`src/rtl/fetch_stage_if.sv`:
```
// Fetch stage bus bundle: control inputs from hazard/EX, instruction memory
// port and the IF/ID pipeline register outputs.
//   master : seen by fetch_stage (drives imem_addr and IF/ID fields)
//   slave  : seen by the surrounding pipeline / memory
// Optional macro FETCH_MISALIGN_TRAP_EN adds if_id_misalign.
interface fetch_stage_if;
   logic        stall;
   logic        redirect;
   logic [31:0] redirect_target;
   logic [31:0] imem_addr;
   logic [31:0] imem_instr;
   logic [31:0] if_id_pc;
   logic [31:0] if_id_pc4;
   logic [31:0] if_id_instr;
   logic        if_id_valid;
`ifdef FETCH_MISALIGN_TRAP_EN
   logic        if_id_misalign;

   modport master (
      input  stall, redirect, redirect_target, imem_instr,
      output imem_addr, if_id_pc, if_id_pc4, if_id_instr, if_id_valid,
             if_id_misalign
   );
   modport slave (
      output stall, redirect, redirect_target, imem_instr,
      input  imem_addr, if_id_pc, if_id_pc4, if_id_instr, if_id_valid,
             if_id_misalign
   );
`else
   modport master (
      input  stall, redirect, redirect_target, imem_instr,
      output imem_addr, if_id_pc, if_id_pc4, if_id_instr, if_id_valid
   );
   modport slave (
      output stall, redirect, redirect_target, imem_instr,
      input  imem_addr, if_id_pc, if_id_pc4, if_id_instr, if_id_valid
   );
`endif
endinterface

```
`src/rtl/fetch_stage.sv`:
```
// Instruction fetch stage: owns the PC, addresses the combinational
// instruction memory and fills the IF/ID pipeline register.
// Ports:
//   clk  - rising-edge clock
//   rst  - asynchronous active-high reset
//   bus  - fetch_stage_if.master (stall, redirect, redirect_target,
//          imem_addr, imem_instr, if_id_pc/pc4/instr/valid[/misalign])
// Edge priority: redirect > stall > normal advance.
// Optional macro FETCH_MISALIGN_TRAP_EN: misaligned redirect targets are
// delivered to decode as a valid NOP entry flagged if_id_misalign.
module fetch_stage #(
   parameter logic [31:0] RESET_PC  = 32'h0000_0000,
   parameter logic [31:0] NOP_INSTR = 32'h0000_0013
) (
   input  logic         clk,
   input  logic         rst,
   fetch_stage_if.master bus
);

   localparam logic [31:0] PC_STEP = 32'd4;

   logic [31:0] pc_q,       pc_d;
   logic [31:0] if_pc_q,    if_pc_d;
   logic [31:0] if_pc4_q,   if_pc4_d;
   logic [31:0] if_instr_q, if_instr_d;
   logic        if_valid_q, if_valid_d;
`ifdef FETCH_MISALIGN_TRAP_EN
   logic        if_mis_q,   if_mis_d;
   logic        pend_q,     pend_d;   // misaligned redirect awaiting delivery
   logic [31:0] pend_tgt_q, pend_tgt_d;
`endif

   // Next-state selection
   always_comb begin
      pc_d       = pc_q;
      if_pc_d    = if_pc_q;
      if_pc4_d   = if_pc4_q;
      if_instr_d = if_instr_q;
      if_valid_d = if_valid_q;
`ifdef FETCH_MISALIGN_TRAP_EN
      if_mis_d   = if_mis_q;
      pend_d     = pend_q;
      pend_tgt_d = pend_tgt_q;
`endif
      if (bus.redirect) begin
         // Fetch always proceeds from a word-aligned address
         pc_d       = bus.redirect_target & ~32'd3;
         if_pc_d    = 32'd0;
         if_pc4_d   = 32'd0;
         if_instr_d = NOP_INSTR;
         if_valid_d = 1'b0;
`ifdef FETCH_MISALIGN_TRAP_EN
         if_mis_d   = 1'b0;
         pend_d     = (bus.redirect_target[1:0] != 2'b00);
         pend_tgt_d = bus.redirect_target;
`endif
      end else if (!bus.stall) begin
         pc_d       = pc_q + PC_STEP;
`ifdef FETCH_MISALIGN_TRAP_EN
         if (pend_q) begin
            // Hand decode the raw target so it can raise the trap
            if_pc_d    = pend_tgt_q;
            if_pc4_d   = pend_tgt_q + PC_STEP;
            if_instr_d = NOP_INSTR;
            if_valid_d = 1'b1;
            if_mis_d   = 1'b1;
            pend_d     = 1'b0;
         end else begin
            if_pc_d    = pc_q;
            if_pc4_d   = pc_q + PC_STEP;
            if_instr_d = bus.imem_instr;
            if_valid_d = 1'b1;
            if_mis_d   = 1'b0;
         end
`else
         if_pc_d    = pc_q;
         if_pc4_d   = pc_q + PC_STEP;
         if_instr_d = bus.imem_instr;
         if_valid_d = 1'b1;
`endif
      end
   end

   // State registers
   always_ff @(posedge clk or posedge rst) begin
      if (rst) begin
         pc_q       <= RESET_PC;
         if_pc_q    <= 32'd0;
         if_pc4_q   <= 32'd0;
         if_instr_q <= NOP_INSTR;
         if_valid_q <= 1'b0;
`ifdef FETCH_MISALIGN_TRAP_EN
         if_mis_q   <= 1'b0;
         pend_q     <= 1'b0;
         pend_tgt_q <= 32'd0;
`endif
      end else begin
         pc_q       <= pc_d;
         if_pc_q    <= if_pc_d;
         if_pc4_q   <= if_pc4_d;
         if_instr_q <= if_instr_d;
         if_valid_q <= if_valid_d;
`ifdef FETCH_MISALIGN_TRAP_EN
         if_mis_q   <= if_mis_d;
         pend_q     <= pend_d;
         pend_tgt_q <= pend_tgt_d;
`endif
      end
   end

   assign bus.imem_addr   = pc_q;
   assign bus.if_id_pc    = if_pc_q;
   assign bus.if_id_pc4   = if_pc4_q;
   assign bus.if_id_instr = if_instr_q;
   assign bus.if_id_valid = if_valid_q;
`ifdef FETCH_MISALIGN_TRAP_EN
   assign bus.if_id_misalign = if_mis_q;
`endif

endmodule

```
`src/flat_wrapper.sv`:
```
// flat-port wrapper written by rule: the top's interface ports become plain ports
module fetch_stage_flat 
#(
   parameter logic [31:0] RESET_PC  = 32'h0000_0000,
   parameter logic [31:0] NOP_INSTR = 32'h0000_0013
)
  (clk, rst, bus_stall, bus_redirect, bus_redirect_target, bus_imem_instr, bus_imem_addr, bus_if_id_pc, bus_if_id_pc4, bus_if_id_instr, bus_if_id_valid);
  fetch_stage_if bus_i ();
  input  logic clk;
  input  logic rst;
  input wire logic [$bits(bus_i.stall)-1:0] bus_stall;
  input wire logic [$bits(bus_i.redirect)-1:0] bus_redirect;
  input wire logic [$bits(bus_i.redirect_target)-1:0] bus_redirect_target;
  input wire logic [$bits(bus_i.imem_instr)-1:0] bus_imem_instr;
  output wire logic [$bits(bus_i.imem_addr)-1:0] bus_imem_addr;
  output wire logic [$bits(bus_i.if_id_pc)-1:0] bus_if_id_pc;
  output wire logic [$bits(bus_i.if_id_pc4)-1:0] bus_if_id_pc4;
  output wire logic [$bits(bus_i.if_id_instr)-1:0] bus_if_id_instr;
  output wire logic [$bits(bus_i.if_id_valid)-1:0] bus_if_id_valid;
  assign bus_i.stall = bus_stall;
  assign bus_i.redirect = bus_redirect;
  assign bus_i.redirect_target = bus_redirect_target;
  assign bus_i.imem_instr = bus_imem_instr;
  assign bus_imem_addr = bus_i.imem_addr;
  assign bus_if_id_pc = bus_i.if_id_pc;
  assign bus_if_id_pc4 = bus_i.if_id_pc4;
  assign bus_if_id_instr = bus_i.if_id_instr;
  assign bus_if_id_valid = bus_i.if_id_valid;
  fetch_stage #(.RESET_PC(RESET_PC), .NOP_INSTR(NOP_INSTR)) u_core (.clk(clk), .rst(rst), .bus(bus_i));
endmodule
```
`config.mk`:
```
export PLATFORM = sky130hd
export DESIGN_NAME = fetch_stage_flat
export DESIGN_NICKNAME = d
export VERILOG_FILES = /design/src/rtl/fetch_stage_if.sv /design/src/rtl/fetch_stage.sv /design/src/flat_wrapper.sv
export SDC_FILE = /design/constraint.sdc
export NUM_CORES = 1
export LEC_CHECK = 0
export BUFFER_PORTS_ARGS = -buffer_cell sky130_fd_sc_hd__buf_2
export CAP_MARGIN = 40
export CORE_ASPECT_RATIO = 1.1
export CORE_MARGIN = 1.5
export CORE_UTILIZATION = 50
export CTS_BUF_LIST = sky130_fd_sc_hd__clkbuf_2 sky130_fd_sc_hd__clkbuf_4 sky130_fd_sc_hd__clkbuf_8
export DETAILED_ROUTE_END_ITERATION = 6
export PLACE_DENSITY = 0.79
export SETUP_SLACK_MARGIN = 0.15
export SYNTH_ARGS = -nofsm -noshare
export SYNTH_HDL_FRONTEND = slang
export SYNTH_SLANG_ARGS = --single-unit
```
`constraint.sdc`:
```
create_clock -name clk -period 11.2 [get_ports clk]
set_clock_uncertainty 0.2 [all_clocks]
set_input_delay 0.56 -clock clk [delete_from_list [all_inputs] [get_ports clk]]
set_output_delay 0.56 -clock clk [all_outputs]
set_load 0.02 [all_outputs]
```
**Word-level counts from Yosys, hierarchy flattened**

Cells that the tools add are included.

- Logic and storage cells: 16
- Register bits after elaboration: 129
- Output and inout port bits: 129
- Input port bits: 68

- Add/sub/neg operators: 1
- Equal/unequal tests: 1
- Mux-type cells: 9

Operators by type and width:

| operator | count |
|---|---|
| 2-to-1 mux 32 bit | 7 |
| adder 32 x 3 -> 32 bit, second input constant | 1 |
| 2-to-1 mux 1 bit | 2 |
| inequality test 2 x 1 -> 1 bit, second input constant | 1 |

**Logic depth before layout (Yosys ltp)**

Gate-level depths: netlist (run 1).

- Depth after elaboration: 3
- Mapped depth: 8

**Worst setup path before layout (run 1)**

Ideal clock, no wire load.

- Kind: register -> register
- From: register u_core.pc_q[2], in the netlist u_core.bus.imem_addr[2]
- To: register u_core.if_pc4_q[30], in the netlist u_core.bus.if_id_pc4[30]
- Data arrival time: 2,174 ps
- Clock period less this slack: 2,473 ps
- Path slack: 8,727 ps
- Stages on the path, launching flop included: 6
- Cells stage by stage: dfrtp_1 -> ha_1 -> nand3_1 -> or4_1 -> or4_1 -> a311oi_1

- Word-level cells in the longest chain between the ends: 3

Ends and longest elaborated chain:

| item | RTL line | RTL |
|---|---|---|
| start: declaration | fetch_stage.sv:22 | `logic [31:0] pc_q, pc_d;` |
| start signal: assignment | fetch_stage.sv:98 | `pc_q <= pc_d;` |
| adder 32 x 3 -> 32 bit | fetch_stage.sv:77 | `if_pc4_d = pc_q + PC_STEP;` |
| 2-to-1 mux 32 bit | fetch_stage.sv:57 | `end else if (!bus.stall) begin` |
| 2-to-1 mux 32 bit | fetch_stage.sv:45 | `if (bus.redirect) begin` |
| end signal: assignment | fetch_stage.sv:100 | `if_pc4_q <= if_pc4_d;` |
| end: declaration | fetch_stage.sv:24 | `logic [31:0] if_pc4_q, if_pc4_d;` |

No other way between the ends. The select of a mux whose other input is x is not followed.
A chain may end at the register's enable or synchronous reset.

**Final worst setup path (run 1)**

Same ends and word-level chain as after synthesis.

==> reports/metrics.cfg, run 1 <==
[floorplan]
die-area_um2=12800
die_y_um=119
rows=42
coreArea_um2=11900
start_util=0.510
die_w_um=108
ioPinCount=197

[critical_path]
ff2ff_setup_slack_ns=8.00
r2r-start=u_core.bus.imem_addr[2]
r2r_cells=5
crit_path_max_fanout=14
end_kind=register
rr_endpoint=u_core.bus.if_id_pc4[30]
cp.required_ns=11.35
critPathArrivalTime_ns=3.34
start_kind=register
critPathKind=reg2reg

[run]
max_cap_viol_count=0

[routing]
drc=0
drt-total-wl_um=16100
vias=5464
wl_per_cell_um=17.0
dr.pass1.iters=4
drt_iter0_drc=331
vias_per_cell=5.77
ant_nets=0

[run_status]
status=finished clean

[timing]
setup_viol=0
fin_setup_tns_ns=0
rsz0062_at_grt=false
period_minus_slack_ns=3.20
max_freq_mhz=313
hold_slack_ns=0.0367
relSlewSlack=0.418
finalMaxSlewViolations=0
finalHoldViolations=0
timing.final.crit_share=0.286
worst-slew-pin-transition_ns=0.866

[yosys]
synthFlopType=dfrtp_1
synthCells=623
ys_seq_area_frac=0.511
synth_cell_types=49
synth_edf_count=0
yosys_warnings=0
synthArstFlopShare=1.00
synth.avg_cell_area_um2=9.76
ys_seq_elements=124
synth_area_um2=6080

[global_route]
gr-total-overflow=0
grt_pass1_wl_um=25900
grt_max_degree=85
grt_pass1_vias=5218
grt_antenna_before_repair=0
track_usage=0.258

[power_and_ir_drop]
vdd_drop_max_mv=0.0861
power_frac_clock=0.383
p_per_area_nw_per_um2=153
p_sw_frac=0.301
total_power_mw=1.14
intPower_uw=800
p_sw_uw=345
p_leak_nw=3.63
combPwrFrac=0.164
seqPwrFrac=0.453

[clock_network]
cts_buffer_depth=2
cts.clk_slew.worst_paths_ns=0.08
cts_made_buffers=17
cts-resized-gates=0
cts_hold_buffers=0
h-tree-depth=4
cts_tree=built
root_buffer=clkbuf_8
cts_setup_buffers=0
clk_latency_ns=0.44
cts.sinks=124

[cells_and_area]
post_route_cells_drive_above_1_share=0.304
seqCellArea_um2=3110
area_growth_pct=22.9
nNetsFinal=849
n_fill_cell=999
diodes=0
final_util=0.627
multiInputGateArea_um2=2660

[place]
gp_congestion=0.825
dp_hpwl_um=11000
port_buffers=192

[worst_hold_path]
hold_path.class=in2async

## cell families after synthesis
kind of cell | Yosys count | synth area share
simple gates | 245 | 0.200
other cells | 1 | 0.000616
mux | 54 | 0.0889
buf+inv | 76 | 0.0535
compound gates | 100 | 0.113
xor+xnor | 22 | 0.0317
fa+ha+maj | 1 | 0.00206
flops | 124 | 0.511
## flip-flops by register name (all words and copies together), names as in the netlist
register / cells
u_core.bus.if_id_pc4: 31
u_core.bus.if_id_valid: 1
u_core.bus.if_id_pc: 30
u_core.bus.if_id_instr: 32
u_core.bus.imem_addr: 30
## Yosys cell counts, types with 2 or more instances
cell,n,share of area
clkinv_1,2,0.0012
nand2b_1,3,0.0031
nand4_1,16,0.016
buf_4,5,0.0062
xnor2_1,20,0.029
a2111oi_0,5,0.0072
and4_1,5,0.0072
a31oi_1,11,0.011
o41ai_1,2,0.0029
nor4_1,6,0.0062
a311o_1,2,0.0033
mux2i_1,54,0.089
clkbuf_1,40,0.025
o31ai_1,12,0.015
nand2_1,50,0.031
dfstp_2,3,0.013
o21a_1,2,0.0025
or4b_2,3,0.0049
or4_1,15,0.019
and2_1,3,0.0031
buf_1,5,0.0031
clkbuf_2,3,0.0025
nor2_1,92,0.057
inv_1,12,0.0074
and3_1,2,0.0021
nor3_1,17,0.014
o21ai_0,22,0.018
nor2b_1,4,0.0041
or3_1,4,0.0041
nand3_1,16,0.013
a211oi_1,9,0.011
dfrtp_1,121,0.50
a21oi_1,15,0.012
nand4b_1,4,0.0058
buf_2,8,0.0066
nor4_2,2,0.0041
o311ai_0,5,0.0072
xor2_1,2,0.0029
a311oi_1,11,0.016
## worst max-delay path: stages (launching register included)
cell and delay (ns):
dfrtp_1 0.46, ha_1 0.25, nand3_1 0.47, or4_1 0.91
or4_1 0.57, a311oi_1 0.25
## per-stage QoR
stage	setup WS, ns	area (um2)	instances
after global placement	7.97	7010	912
after floorplan	7.15	6090	624
after global routing	7.77	7480	947
after CTS	8.03	7480	947
after detailed placement	7.78	7030	915
final	8.00	7480	947
## worst max-delay path by stage
stage | start | end | slack (ns)
6_report | u_core.bus.imem_addr[2] | u_core.bus.if_id_pc4[30] | 8.00
3_3_place_gp | bus_stall | u_core.bus.if_id_pc4[17] | 7.97
4_1_cts | u_core.bus.imem_addr[2] | u_core.bus.if_id_pc4[30] | 8.03
2_1_floorplan | rst | u_core.bus.if_id_instr[10] | 7.15
5_1_grt | u_core.bus.imem_addr[2] | u_core.bus.if_id_pc4[30] | 7.77
3_5_place_dp | bus_stall | u_core.bus.if_id_pc4[17] | 7.78
## power by group through the flow
stage	logic [mW]	registers (mW)	clock network [mW]
after detailed placement	0.190	0.526	0
after floorplan	0.0939	0.551	0
after global routing	0.206	0.522	0.468
after CTS	0.190	0.518	0.443
final	0.188	0.518	0.438
after global placement	0.185	0.523	0
## layer usage
layer / vias up / routed length (um) / track usage
met3: 36 / 1250 / 0.0712
met5: - / 0 / 0
met1: 2654 / 6450 / 0.317
li1: 2531 / - / -
met2: 243 / 7960 / 0.422
met4: 0 / 430 / 0.113
## area by class of cell
| cell class | instances | area share |
|---|---|---|
| Sequential cell | 124 | 0.415 |
| Multi-Input combinational cell | 424 | 0.355 |
| Timing Repair Buffer | 199 | 0.137 |
| Clock buffer | 19 | 0.0341 |
| Tap cell | 154 | 0.0258 |
| Clock inverter | 13 | 0.0254 |
| Inverter | 14 | 0.00736 |
## cell usage in the layout, fill, tap and decap left out, types with 4 or more instances in the layout
| master | n |
|---|---|
| buf_2 | 191 |
| dfrtp_1 | 121 |
| nor2_1 | 92 |
| mux2i_1 | 54 |
| nand2_1 | 50 |
| o21ai_0 | 22 |
| xnor2_1 | 20 |
| clkbuf_8 | 18 |
| nor3_1 | 17 |
| nand3_1 | 16 |
| nand4_1 | 16 |
| a21oi_1 | 15 |
| or4_1 | 15 |
| o31ai_1 | 12 |
| a311oi_1 | 11 |
| inv_1 | 11 |
| a31oi_1 | 11 |
| a211oi_1 | 9 |
| buf_4 | 7 |
| nor4_1 | 6 |
| and4_1 | 5 |
| a2111oi_0 | 5 |
| o311ai_0 | 5 |
| clkinv_4 | 5 |
| nor2b_1 | 4 |
| or3_1 | 4 |
| nand4b_1 | 4 |
| bufinv_16 | 4 |
No activity file was read; power rests on OpenSTA's default activity.
==> inputs of run 2 (changes only) <==
- clock period: 11.2 -> 3.3 ns (I/O delays scaled with it)
==> run 2 against run 1 <==
Effect of this change: sequential share of layout area fell by 3.7 points; sequential power rose to 3.4 times the previous value; cell area rose by 9.7%; clock power rose to 3.4 times the previous value; fmax rose by 11%; worst setup slack got worse by 7.6 ns; first-iteration DRC count rose by 4.5%; combinational power rose to 3.8 times the previous value; die area did not move.
==> reports/metrics.cfg, run 2 (synthesis gave the netlist of run 1 again) <==
[place]
port_buffers=192  ; unchanged
dp_hpwl_um=11600  ; +5.7%
gp_congestion=0.809  ; -1.9%
dpl.cell_count=923  ; +0.87%

[global_route]
grt_pass1_wl_um=28800  ; +11%
grt_antenna_before_repair=0  ; unchanged
track_usage=0.287  ; +0.0291
gr-total-overflow=0  ; unchanged
grt_max_degree=73  ; -14%
grt_pass1_vias=5683  ; +8.9%

[timing]
fin_setup_tns_ns=0  ; unchanged
relSlewSlack=0.454  ; +0.0364
finalMaxSlewViolations=0  ; unchanged
hold_slack_ns=0.243  ; +0.207 ns
setup_viol=0  ; unchanged
worst-slew-pin-transition_ns=0.817  ; -0.0490 ns
finalHoldViolations=0  ; unchanged
timing.final.crit_share=0.873  ; +0.588
max_freq_mhz=347  ; +11%
period_minus_slack_ns=2.88  ; -0.316 ns
rsz0062_at_grt=false

[cells_and_area]
fin_cells=1020  ; +7.7%
final_cell_mix=buf_2 (190), dfrtp_1 (121), nor2_1 (92), dlygate4sd3_1 (65), mux2i_1 (54)
nNetsFinal=922  ; +8.6%
layout_commonest_cell=buf_2
largest_register_ffs=32  ; unchanged
post_route_cells_drive_above_1_share=0.288  ; -0.0164
area_growth_pct=34.8
diodes=0  ; unchanged

[routing]
vias_per_cell=5.63  ; -2.3%
wl_per_cell_um=17.6  ; +3.5%
drt_iter0_drc=346  ; +4.5%
dr.pass1.iters=5  ; +1
ant_nets=0  ; unchanged
drt-total-wl_um=17900  ; +11%
vias=5747  ; +5.2%
drc=0  ; unchanged

[floorplan]
ioPinCount=197  ; unchanged
rows=42  ; unchanged
coreArea_um2=11900  ; unchanged
die-area_um2=12800  ; unchanged
start_util=0.510  ; unchanged
die_w_um=108  ; unchanged
die_y_um=119  ; unchanged

[power_and_ir_drop]
seqPwrFrac=0.441  ; -0.012
p_sw_mw=1.20  ; +250%
p_per_area_nw_per_um2=485  ; +220%
p_leak_nw=3.93  ; +8.4%
total_power_mw=3.98  ; +250%
intPower_mw=2.78  ; +250%
power_frac_clock=0.378  ; -0.005
p_sw_frac=0.301  ; about the same
vdd_drop_max_mv=0.341  ; +300%
combPwrFrac=0.181  ; +0.017

[worst_hold_path]
hold_path.class=in2async

[critical_path]
cp_cell_sequence=nand3_4, or4_1, or4_1, a311oi_1
start_kind=register
slowest_delay_ns=0.96  ; +0.05 ns
crit_slowest_cell=or4_1
r2r-start=u_core.bus.imem_addr[6]
crit_path_max_fanout=26  ; +12
end_kind=register
cp_common_cell=or4_1
critPathLaunch=u_core.bus.imem_addr[6]
critPathKind=reg2reg
cp.required_ns=3.42  ; -7.93 ns
critPathArrivalTime_ns=3.00  ; -0.34 ns

[clock_network]
cts_tree=built
cts_buffer_depth=2  ; unchanged
root_buffer=clkbuf_8
cts.clk_slew.worst_paths_ns=0.07  ; about the same
h-tree-depth=4  ; unchanged
cts_made_buffers=17  ; unchanged
clk_latency_ns=0.43  ; about the same
cts.sinks=124  ; unchanged

[run_status]
status=finished clean

[run]
max_cap_viol_count=0  ; unchanged

## run 2: critical path, delay by kind of cell (launching register included)
kind	cells	cell delay [ns]
and+or+nand+nor	3	1.73
AOI/OAI and AO/OA	1	0.30
DFF	1	0.53
## run 2: final timing paths
| check | slack, ns | cells after the start | endpoint |
|---|---|---|---|
| worst max-delay path | 0.42 | 4 | u_core.bus.if_id_pc4[29] |
| worst min-delay path | 0.24 | 3 | u_core.bus.if_id_pc[26] |
| worst max register to register | 0.42 | 4 | u_core.bus.if_id_pc4[29] |
| worst min register to register | 0.27 | 1 | u_core.bus.if_id_valid |
| max in group asynchronous | 1.74 | 4 | u_core.bus.if_id_instr[0] |
| min in group clk | 0.26 | 4 | u_core.bus.imem_addr[10] |
## run 2: what timing repair did
item	in CTS	in global routing
setup buffers	0	0
resized for setup	0	0
hold buffers	65	0
endpoints found under the hold margin	100	0
## run 2: layer usage
layer	GRT usage	wire [um]
met3	0.0689	1410
met1	0.362	7260
met2	0.479	8890
met5	0	0
met4	0.103	366
## run 2: power groups by stage
stage	combinational (mW)	sequential, mW	clock (mW)
after floorplan	0.319	1.87	0
after global placement	0.644	1.77	0
after detailed placement	0.658	1.78	0
after CTS	0.719	1.75	1.52
after global routing	0.785	1.77	1.61
final	0.722	1.76	1.50
## run 2: stage by stage
stage                     utilization  cell area, um2  worst slack [ns]
final                           0.688            8200             0.418
after global routing            0.688            8200             0.197
after CTS                       0.688            8200             0.411
after detailed placement        0.595            7100             0.443
after global placement          0.595            7100             0.588
after floorplan                     -            6090             0.827
## run 2: area by class of cell
type                    count  area (um2)
well taps                 154         193
flip-flops and latches    124        3110
multi-input cells         424        2660
repair buffers            272        1740
inverters                  14        56.3
clock inverters            13         189
fillers                   923        3730
clock buffers              19         262
